$ cat config.mk
export PLATFORM = sky130hd
export DESIGN_NAME = keypad_scan
export DESIGN_NICKNAME = d
export VERILOG_FILES = /design/src/rtl/keypad_scan.sv
export SDC_FILE = /design/constraint.sdc
export NUM_CORES = 1
export LEC_CHECK = 0
export ABC_AREA = 1
export CAP_MARGIN = 20
export CORE_MARGIN = 4
export CORE_UTILIZATION = 62
export CTS_BUF_LIST = sky130_fd_sc_hd__clkbuf_4 sky130_fd_sc_hd__clkbuf_8
export CTS_CLUSTER_SIZE = 12
export DETAILED_ROUTE_END_ITERATION = 12
export GPL_ROUTABILITY_DRIVEN = 0
export PLACE_DENSITY = 0.82
export SYNTH_ARGS = -nofsm -noshare
export SYNTH_HDL_FRONTEND = slang
export SYNTH_SLANG_ARGS = --single-unit
$ cat constraint.sdc
create_clock -name clk -period 3 [get_ports clk]
set_input_delay 0.3 -clock clk [delete_from_list [all_inputs] [get_ports clk]]
set_output_delay 0.3 -clock clk [all_outputs]
set_load 0.1 [all_outputs]
$ cat src/rtl/keypad_scan.sv
// 4x4 active-low matrix keypad scanner with debounce and a valid/ack key handshake.
// Optional auto-repeat while a key is held: define KEYPAD_REPEAT_EN.
module keypad_scan #(
    parameter int unsigned SCAN_DIV     = 2000,
    parameter int unsigned DEBOUNCE_CNT = 20000,
    parameter int unsigned REPEAT_CNT   = 500000
) (
    input  logic       clk,
    input  logic       rst_n,
    input  logic [3:0] col,
    input  logic       key_ack,
    output logic [3:0] row,
    output logic [3:0] key_code,
    output logic       key_valid,
    output logic       overrun
);

    localparam int unsigned DIV_W = $clog2(SCAN_DIV);
    localparam int unsigned DB_W  = $clog2(DEBOUNCE_CNT + 1);
`ifdef KEYPAD_REPEAT_EN
    localparam int unsigned REP_W = $clog2(REPEAT_CNT);
`endif

    typedef enum logic [1:0] {
        ST_SCAN     = 2'd0,
        ST_DEBOUNCE = 2'd1,
        ST_HELD     = 2'd2
    } state_t;

    function automatic logic [3:0] key_map(input logic [1:0] r, input logic [1:0] c);
        logic [3:0] code;
        case ({r, c})
            4'd0:    code = 4'h1;
            4'd1:    code = 4'h2;
            4'd2:    code = 4'h3;
            4'd3:    code = 4'hA;
            4'd4:    code = 4'h4;
            4'd5:    code = 4'h5;
            4'd6:    code = 4'h6;
            4'd7:    code = 4'hB;
            4'd8:    code = 4'h7;
            4'd9:    code = 4'h8;
            4'd10:   code = 4'h9;
            4'd11:   code = 4'hC;
            4'd12:   code = 4'hE;
            4'd13:   code = 4'h0;
            4'd14:   code = 4'hF;
            4'd15:   code = 4'hD;
            default: code = 4'h0;
        endcase
        return code;
    endfunction

    function automatic logic [1:0] lowest_low(input logic [3:0] p);
        logic [1:0] idx;
        if (!p[0]) begin
            idx = 2'd0;
        end else if (!p[1]) begin
            idx = 2'd1;
        end else if (!p[2]) begin
            idx = 2'd2;
        end else begin
            idx = 2'd3;
        end
        return idx;
    endfunction

    logic [3:0]      col_meta_q, col_meta_d, col_sync_q, col_sync_d;
    state_t          state_q, state_d;
    logic [1:0]      row_idx_q, row_idx_d;
    logic [3:0]      row_q, row_d;
    logic [DIV_W-1:0] div_q, div_d;
    logic [DB_W-1:0] db_q, db_d;
    logic [3:0]      pat_q, pat_d;
    logic [3:0]      code_q, code_d;
    logic [3:0]      key_code_q, key_code_d;
    logic            key_valid_q, key_valid_d;
    logic            overrun_q, overrun_d;
    logic            accept_s;
`ifdef KEYPAD_REPEAT_EN
    logic [REP_W-1:0] rep_q, rep_d;
`endif

    // Scan / debounce / held sequencing and press capture
    always_comb begin
        col_meta_d = col;
        col_sync_d = col_meta_q;
        state_d    = state_q;
        row_idx_d  = row_idx_q;
        div_d      = div_q;
        db_d       = db_q;
        pat_d      = pat_q;
        code_d     = code_q;
        accept_s   = 1'b0;
`ifdef KEYPAD_REPEAT_EN
        rep_d      = rep_q;
`endif
        case (state_q)
            ST_SCAN: begin
                if (div_q == DIV_W'(SCAN_DIV - 1)) begin
                    div_d = '0;
                    if (col_sync_q != 4'hF) begin
                        state_d = ST_DEBOUNCE;
                        pat_d   = col_sync_q;
                        code_d  = key_map(row_idx_q, lowest_low(col_sync_q));
                        db_d    = '0;
                    end else begin
                        row_idx_d = row_idx_q + 2'd1;
                    end
                end else begin
                    div_d = div_q + DIV_W'(1);
                end
            end
            ST_DEBOUNCE: begin
                if (col_sync_q != pat_q) begin
                    state_d   = ST_SCAN;
                    row_idx_d = row_idx_q + 2'd1;
                    div_d     = '0;
                    db_d      = '0;
                end else if (db_q == DB_W'(DEBOUNCE_CNT)) begin
                    accept_s = 1'b1;
                    state_d  = ST_HELD;
                    db_d     = '0;
`ifdef KEYPAD_REPEAT_EN
                    rep_d    = '0;
`endif
                end else begin
                    db_d = db_q + DB_W'(1);
                end
            end
            ST_HELD: begin
                // Release must be seen as all-high for a full debounce window.
                if (col_sync_q != 4'hF) begin
                    db_d = '0;
                end else if (db_q == DB_W'(DEBOUNCE_CNT - 1)) begin
                    state_d   = ST_SCAN;
                    row_idx_d = row_idx_q + 2'd1;
                    div_d     = '0;
                    db_d      = '0;
                end else begin
                    db_d = db_q + DB_W'(1);
                end
`ifdef KEYPAD_REPEAT_EN
                if (col_sync_q == pat_q) begin
                    if (rep_q == REP_W'(REPEAT_CNT - 1)) begin
                        accept_s = 1'b1;
                        rep_d    = '0;
                    end else begin
                        rep_d = rep_q + REP_W'(1);
                    end
                end else begin
                    rep_d = '0;
                end
`endif
            end
            default: begin
                state_d   = ST_SCAN;
                row_idx_d = 2'd0;
                div_d     = '0;
                db_d      = '0;
            end
        endcase
        row_d = ~(4'b0001 << row_idx_d);
    end

    // Consumer handshake: an accept beats a simultaneous ack
    always_comb begin
        key_code_d  = key_code_q;
        key_valid_d = key_valid_q;
        overrun_d   = overrun_q;
        if (accept_s) begin
            if (!key_valid_q || key_ack) begin
                key_code_d  = code_q;
                key_valid_d = 1'b1;
                if (key_ack) begin
                    overrun_d = 1'b0;
                end else begin
                    overrun_d = overrun_q;
                end
            end else begin
                overrun_d = 1'b1;
            end
        end else if (key_ack) begin
            key_valid_d = 1'b0;
            overrun_d   = 1'b0;
        end else begin
            key_valid_d = key_valid_q;
        end
    end

    // State and output registers
    always_ff @(posedge clk or negedge rst_n) begin
        if (!rst_n) begin
            col_meta_q  <= 4'hF;
            col_sync_q  <= 4'hF;
            state_q     <= ST_SCAN;
            row_idx_q   <= 2'd0;
            row_q       <= 4'b1110;
            div_q       <= '0;
            db_q        <= '0;
            pat_q       <= 4'hF;
            code_q      <= 4'h0;
            key_code_q  <= 4'h0;
            key_valid_q <= 1'b0;
            overrun_q   <= 1'b0;
        end else begin
            col_meta_q  <= col_meta_d;
            col_sync_q  <= col_sync_d;
            state_q     <= state_d;
            row_idx_q   <= row_idx_d;
            row_q       <= row_d;
            div_q       <= div_d;
            db_q        <= db_d;
            pat_q       <= pat_d;
            code_q      <= code_d;
            key_code_q  <= key_code_d;
            key_valid_q <= key_valid_d;
            overrun_q   <= overrun_d;
        end
    end

`ifdef KEYPAD_REPEAT_EN
    // Auto-repeat interval counter
    always_ff @(posedge clk or negedge rst_n) begin
        if (!rst_n) begin
            rep_q <= '0;
        end else begin
            rep_q <= rep_d;
        end
    end
`endif

    assign row       = row_q;
    assign key_code  = key_code_q;
    assign key_valid = key_valid_q;
    assign overrun   = overrun_q;

endmodule

* After elaboration in Yosys (flattened, before gate mapping)
Memories as Yosys holds them, arrays and structs flattened. A register that Yosys moved wholly into a read port is not among the register bits.
Cells that the tools add are included.
** Storage, ports and cells
- Output and inout bits :: 10
- Memory bits (read-only) :: 64
- Memories :: 1
- Register bits :: 52
- Word-level logic and storage cells :: 82
- Input bits :: 7
** Memory list
- (name not given) :: words 16, bits a word 4, read ports 1, clocked after Yosys merged registers in 1, wr ports 0, line 32 : case ({r, c})
** Cells by class
- Eq/ne operators :: 14
- $add $sub $neg :: 3
- Shift operators :: 1
- Reductions and logical operators :: 11
- Bitwise gates (word level) :: 1
- Muxes and demuxes :: 40
** Operators with widths (count)
- 2-to-1 mux 15 bit :: 6
- case mux 15 bit (3 select lines) :: 1
- 2-to-1 mux 11 bit :: 4
- case mux 11 bit (3 select lines) :: 1
- 2-to-1 mux 2 bit :: 16
- equality test 15 bit (second input constant) :: 2
- adder 15 x 1 -> 15 bit (second input constant) :: 1
- case mux 2 bit (3 select lines) :: 2
- adder 11 x 1 -> 11 bit (second input constant) :: 1
- equality test 11 bit (second input constant) :: 1
- 2-to-1 mux 1 bit :: 10
- inequality test 2 bit (second input constant) :: 5
- AND reduction 2 bit :: 3
- AND reduction 3 bit :: 2
- AND reduction 5 bit :: 1
- inequality test 4 bit :: 1
- inequality test 4 bit (second input constant) :: 1
- NOT 4 bit :: 1
- left shift 1 x 2 -> 4 bit (first input constant) :: 1
- inequality test 3 bit (second input constant) :: 1
- adder 2 x 1 -> 2 bit (second input constant) :: 1
- equality test 2 x 1 -> 1 bit (second input constant) :: 1
- equality test 2 bit (second input constant) :: 1
- logical NOT 1 bit :: 2
- other kinds (4) :: 4

* Longest topological paths before layout
Gate-level depths: netlist of the first run.
- Word-level depth :: 6
- Gate-level depth with buffers :: 12
- Gate-level depth less buffers :: 12

* Worst setup path before layout of the first run
No wires, ideal clock.
- Kind :: reg-to-reg
- Start :: register col_sync_q[1]
- End :: register code_q[2]
- Data arrival time :: 1.620 ns
- Path buffers :: 0
- Setup slack :: 1.254 ns
- Stages on the path, launching flop included :: 10
- Cells stage by stage :: dfstp_2 -> inv_1 -> o21ai_0 -> inv_1 -> ha_1 -> nor2_1 -> o21ai_0 -> o31ai_1 -> nand2_1 -> o21ai_0
** Between the ends
- Cells in the longest elaborated chain, start to end :: 5
** RTL lines
- start, declared :: line 68 : logic [3:0] col_meta_q, col_meta_d, col_sync_q, col_sync_d;
- start signal, assigned :: line 208 : col_sync_q <= col_sync_d;
- 2-to-1 mux 2 bit :: line 58 : end else if (!p[1]) begin
- 2-to-1 mux 2 bit :: line 56 : if (!p[0]) begin
- 2-to-1 mux 2 bit :: line 102 : if (col_sync_q != 4'hF) begin
- 2-to-1 mux 2 bit :: line 100 : if (div_q == DIV_W'(SCAN_DIV - 1)) begin
- 2-to-1 mux 2 bit :: line 98 : case (state_q)
- end, declared :: line 75 : logic [3:0] code_q, code_d;
Parallel ways exist; a longest one is shown, timed or not. The select of a mux whose other input is x is not followed.
A chain may end at the register's enable or synchronous reset.

* Worst setup path after layout of the first run
- Start :: register key_code_q[3] (netlist: key_code[3])
- End :: output key_code[3]
** RTL lines
- start, declared :: line 76 : logic [3:0] key_code_q, key_code_d;
- start signal, assigned :: line 216 : key_code_q <= key_code_d;
- end, declared :: line 13 : output logic [3:0] key_code,
No word-level cell between the ends.

==> results by group, run 1 <==
Status
  • Status: finished, final reports clean

Detailed routing
  • WL/cell: 12.80 um
  • Final wirelength: ~6200 um
  • Iteration-0 DRC Markers: 169
  • Via count: ~2700
  • Number of vias per cell: 5.474
  • Antenna viol nets, final: 0
  • DRC errors left: 0
  • DR pass1 iterations: 5

Timing
  • Final TNS setup: 0 ps
  • WHS: ~360 ps
  • Slew @ Worst Pin: between 900 and 1000 ps
  • Fmax: around 480 MHz
  • Final hold vios: 0
  • Tmin final: ~2100 ps
  • Fin. max-slew vios: 0
  • Final clock skew: 7.376 ps
  • Final worst-path cycle share: 70.03%
  • Final setup vio count: 0
  • Slew HR: 35.27%
  • RSZ-0062 raised after global routing: no

Synth
  • Syn_area_per_cell: 7.991 sq um
  • Seq/Total Area, Yosys: 45.22%
  • Compound-Gate Fraction of Synth Area: between 7 and 8%
  • Post-synthesis mux area share: 0%
  • Post-synth cell types: 36
  • Post-synthesis adder-cell area fraction: between 4 and 5%
  • Top_reg_cell synth: dfrtp_1
  • Post-synthesis xor/xnor area fraction: 3.625%
  • Synth warn: 0
  • Simple-gate share of the synthesized area: 31.87%
  • Yosys reg bits: 56
  • Top cells by area, synth: dfrtp_1 33%, nand2_1 13%, dfstp_2 13%
  • Post-Syn Instances: 393
  • Largest family of logic cells by synthesized area: simple AND/OR/NAND/NOR gates
  • Netlist Area Pre-Place: 3141 sq um
  • Post-synth EDFFs: 0
  • Asr flop ratio synth: 100.0%
  • Top cell type's share of synthesized area: 32.67%
  • Leading area contributor after synthesis: dfrtp_1
  • Synth Net Count: 411

Die
  • Die extent in x: about 79 um
  • Num rows: 25
  • I/O pin count: 17
  • Die area: 6268 sq um
  • Core area: slightly below 5000 sq um
  • Initial core utilization: 65.19%
  • Die Span Y: 79.17 um

Finish
  • Diode count: 0
  • Reg area: 1420 sq um
  • Fillers: 391
  • Multi-input logic area: 1501 sq um
  • Area grow syn2layout: 11.47%
  • Post-Layout Cell Count: ~490
  • Final nets: between 400 and 500
  • Fraction of layout cells with a size suffix above 1: 15.07%

Setup path
  • Cell family with most CP delay: buffers and inverters
  • Worst path max stage delay: 1130 ps
  • CP Launch Type: flop
  • CP max-delay cell: clkdlybuf4s50_1
  • WP buf/inv: 1
  • Worst setup EP type: output pin
  • Critical path class: reg -> out
  • Reg2reg start: state_q[0]
  • CP Cell Sequence: clkdlybuf4s50_1
  • Crit Path Max Fanout: 2
  • Critical path startpoint: key_code[3]
  • WP data required: 2700 ps
  • R2R setup slack: 980 ps
  • Worst endpoint data arrival time: around 1800 ps

Global routing
  • Initial antenna violation count: 0
  • First-pass GRT wire length: ~11000 um
  • GRT Total Usage: 21.86%
  • Largest net degree at the start of global routing: 51
  • Total congestion overflow: 0
  • Vias in the first global route: 2438

Placement
  • Detailed Place HPWL: 4635 um
  • Placed cells: ~480
  • # port buffers: 16

Clock network
  • Postcts setup bufs: 0
  • Num CTS Buffers: 5
  • Worst-path clk slew: 100 ps
  • Root buffer cell: clkbuf_8
  • H-tree Lvls: 2
  • Clk_lat worst skew: ~310 ps
  • Clock sink count: 56
  • CTS tree: built
  • Max clock buf depth: 2

Hold path
  • Worst hold start: col_meta_q[3]
  • Worst hold path class: reg -> reg

Job
  • Max Cap Violations: 0

Power and ir drop
  • PD cells: 380.1 nW/um^2
  • Maximum vdd drop: 302.0 uV
  • Lkg Pwr: between 1.5 and 2 nW
## power breakdown
group          leakage (nW)  switching (mW)  internal, mW
clock network        0.0614           0.238         0.273
registers             0.716         0.00444         0.765
logic                 0.818          0.0309        0.0188
## registers in the layout, indices dropped and copies added (netlist names)
register    cells
col_meta_q      4
overrun         1
col_sync_q      4
row_idx_q       2
state_q         2
code_q          4
div_q          11
db_q           15
key_code        4
row             4
pat_q           4
key_valid       1
## layout by cell type, fill, tap and decap left out, types with 11 or more instances in the layout
cell type  count
dfrtp_1       41
o21ai_0       25
nand4_1       13
ha_1          11
xor2_1        11
dfstp_2       15
nand2_1      108
nor2_1        37
nand3_1       31
inv_1         43
## worst paths after layout
check                                     end  cells after the start
worst min-delay path            col_sync_q[3]                      0
max in group asynchronous            pat_q[3]                      4
worst max register to register      code_q[3]                      8
min in group asynchronous           code_q[1]                      2
worst max-delay path              key_code[3]                      1
worst min register to register  col_sync_q[3]                      0
## timing repair
item / in CTS / in global routing
setup endpoints to repair: 0 / 0
endpoints found under the hold margin: 0 / 4
hold buffers: 0 / 1
resized for setup: 0 / 0
## synth_stat cells, types with 2 or more instances
cell type,instances
nand2_2,4
nand2_1,108
xnor2_1,2
ha_1,11
o21ai_0,25
xor2_1,11
buf_6,2
dfrtp_1,41
inv_2,5
nand3_2,2
nor2_1,37
nand4_1,13
nand2_4,4
nand3_1,31
inv_1,43
or2_2,2
o21ai_2,2
a21oi_1,5
o21ai_1,4
nor3_1,10
nor2_2,2
dfstp_2,15
## per-layer routing
| metal | global-route usage [%] | vias up | part of all wire [%] |
|---|---|---|---|
| met4 | 7.388 | 0 | 1.9 |
| li1 | - | 1313 | - |
| met1 | 29.65 | 1245 | 44 |
| met3 | 4.195 | 13 | 4.9 |
| met2 | 35.19 | 84 | 49 |
| met5 | 0 | - | 0 |
## area by class of cell
cell class | instances | share of cell area [%]
inverter | 50 | 5.468
clock inverter | 2 | 1.108
sequential | 56 | 40.56
timing repair buffer | 20 | 5.218
multi-input combinational | 284 | 42.89
tap | 67 | 2.395
clock buffer | 6 | 2.359
## per-stage QoR
stage | total power [mW] | cell area [sq um] | util [%] | setup WS (ps)
5_1_grt | 1.387 | 3501 | 72.68 | 803.8
2_1_floorplan | 0.8012 | 3141 | - | 1254
6_report | 1.331 | 3501 | 72.68 | 899.1
3_3_place_gp | 0.8277 | 3349 | 69.53 | 1067
3_5_place_dp | 0.8297 | 3349 | 69.53 | 1044
4_1_cts | 1.341 | 3471 | 72.05 | 897.4
## logic make-up (layout without fill, tap and decap cells)
group / Yosys count / count (layout)
AO/OA/AOI/OAI: 43 / 43
XOR/XNOR: 13 / 13
adder cells (fa/ha/maj): 11 / 11
buffers and inverters: 53 / 78
flip-flops: 56 / 56
AND/OR/NAND/NOR: 217 / 217
No activity file was read; power rests on OpenSTA's default activity.
==> inputs of run 2 (changes only) <==
--- a/config.mk
+++ b/config.mk
@@ -8,12 +8,12 @@
 export ABC_AREA = 1
 export CAP_MARGIN = 20
 export CORE_MARGIN = 4
-export CORE_UTILIZATION = 62
+export CORE_UTILIZATION = 56
 export CTS_BUF_LIST = sky130_fd_sc_hd__clkbuf_4 sky130_fd_sc_hd__clkbuf_8
 export CTS_CLUSTER_SIZE = 12
 export DETAILED_ROUTE_END_ITERATION = 12
 export GPL_ROUTABILITY_DRIVEN = 0
-export PLACE_DENSITY = 0.82
+export PLACE_DENSITY = 0.78
 export SYNTH_ARGS = -nofsm -noshare
 export SYNTH_HDL_FRONTEND = slang
 export SYNTH_SLANG_ARGS = --single-unit
==> constraint.sdc (replaced) <==
create_clock -name clk -period 1.8 [get_ports clk]
set_input_delay 0.18 -clock clk [delete_from_list [all_inputs] [get_ports clk]]
set_output_delay 0.18 -clock clk [all_outputs]
set_load 0.1 [all_outputs]
==> results by group, run 2 (synthesis results as in run 1) <==
Global routing
  • Largest net degree at the start of global routing: 30
  • GRT Total Usage: around 20%
  • Vias in the first global route: 2648
  • Total congestion overflow: 0
  • Initial antenna violation count: 0
  • First-pass GRT wire length: between 10000 and 15000 um

Timing
  • RSZ-0062 raised after global routing: yes
  • Fmax: approximately 570 MHz
  • Tmin final: 1740 ps
  • Worst setup margin: 60.18 ps
  • Fin. max-slew vios: 0
  • Final setup vio count: 0
  • Slew HR: 76.81%
  • Slew @ Worst Pin: 347.8 ps
  • Final clock skew: 10.45 ps
  • Final hold vios: 0
  • Final worst-path cycle share: 96.66%

Setup path
  • Critical path class: reg -> reg
  • CP Launch Type: flop
  • WP data required: 2000 ps
  • Crit Path Max Fanout: 8
  • Worst endpoint data arrival time: 1940 ps
  • Worst setup EP type: flop
  • Worst reg-to-reg path cell count: 8

Power and ir drop
  • Overall Power: 2.107 mW
  • Maximum vdd drop: 491.4 uV
  • PD cells: 545.4 nW/um^2
  • Lkg Pwr: 1.775 nW

Detailed routing
  • WL/cell: ~13 um
  • Final wirelength: 6817 um
  • Iteration-0 DRC Markers: ~210
  • DRC errors left: 0
  • Number of vias per cell: 5.330
  • DR pass1 iterations: 5
  • Antenna viol nets, final: 0
  • Via count: 2793

Finish
  • Largest registers: db_q x15, div_q x11
  • Most common cell after layout, fill and taps aside: nand2_1
  • Commonest cells after routing, fill and taps aside: 107 x nand2_1, 42 x buf_4, 41 x dfrtp_1
  • Reg area: 1420 sq um
  • Core Util, Final: a little over two thirds
  • Max FFs per register: 15
  • Fraction of layout cells with a size suffix above 1: 26.77%
  • Multi-input logic area: 1599 sq um
  • Diode count: 0
  • Top reg by flops: db_q
  • Area grow syn2layout: 23.03%
  • Final Instance Area: 3864 sq um
  • Final nets: approximately 470
  • Fillers: 431

Clock network
  • Clock sink count: 56
  • H-tree Lvls: 2
  • Num CTS Buffers: 5
  • Worst-path clk slew: 90 ps
  • CTS tree: built
  • Root buffer cell: clkbuf_8
  • Max clock buf depth: 2
  • Clk_lat worst skew: 310 ps

Die
  • Die extent in x: 82.89 um
  • I/O pin count: 17
  • Die area: 6870 sq um
  • Num rows: 27
  • Core area: 5473 sq um
  • Die Span Y: 82.89 um
  • Initial core utilization: between 50% and 60%

Placement
  • Pre-CTS setup slack: -46.29 ps
  • Placed Area: 3513 sq um
  • # port buffers: 16
  • Detailed Place HPWL: between 4000 and 5000 um

Hold path
  • Worst hold path class: in -> reg
  • Hold Path Cell Cnt: 1

Status
  • Status: finished, final reports clean

Job
  • Max Cap Violations: 0
run 2: area by class of cell:
class	count	share of cell area, %
clock buffer	7	2.332
clock inverter	1	0.2267
inverter	50	5.279
multi-input combinational	285	41.39
sequential	56	36.76
tap	72	2.332
timing repair buffer	53	11.69
run 2: critical path, stage by stage, from the launching register on:
cell,delay (ps)
dfstp_2,570
inv_2,60
nor3_4,240
buf_6,160
nand2_4,70
nand2_4,160
nor2_1,80
xor2_1,220
nor2_2,60
run 2: metrics by stage:
| step | TNS, ps | std cells | hold WS [ps] |
|---|---|---|---|
| final | 0 | 524 | 267.5 |
| after global placement | 0 | 497 | 205.4 |
| after CTS | 0 | 507 | 262.7 |
| after detailed placement | -65.61 | 497 | 215.9 |
| after global routing | -432.1 | 524 | 247.0 |
| after floorplan | 0 | 393 | -115.6 |
run 2: per-layer routing:
metal / share of wire, % / wire, um / GRT usage [%]
met4: 0.88 / 60 / 5.498
met1: 46 / 3136 / 25.90
met5: 0 / 0 / 0
met3: 4.2 / 285 / 4.464
met2: 49 / 3334 / 33.60
run 2: path summary, 6_finish.rpt:
kind,from,to,slack (ps)
max,col_sync_q[2],db_q[8],60
min,col[0],col_meta_q[0],270
min reg2reg,col_meta_q[3],col_sync_q[3],360
min in group asynchronous,rst_n,code_q[3],390
max in group asynchronous,rst_n,pat_q[1],1080
max reg2reg,col_sync_q[2],db_q[8],60
run 2: power by group:
group | switching, mW | total, mW | leakage [nW] | internal (mW)
clock network | 0.394 | 0.726 | 0.0519 | 0.331
logic | 0.0590 | 0.101 | 1.01 | 0.0420
registers | 0.00591 | 1.28 | 0.716 | 1.27
run 2: repair_timing:
item,4_1_cts,5_1_grt
pin swaps,1,13
endpoints found under the setup margin,10,35
hold buffers,1,0
buffers inserted,1,16
endpoints found under the hold margin,41,0
gates cloned,0,1
gates resized for setup,3,31
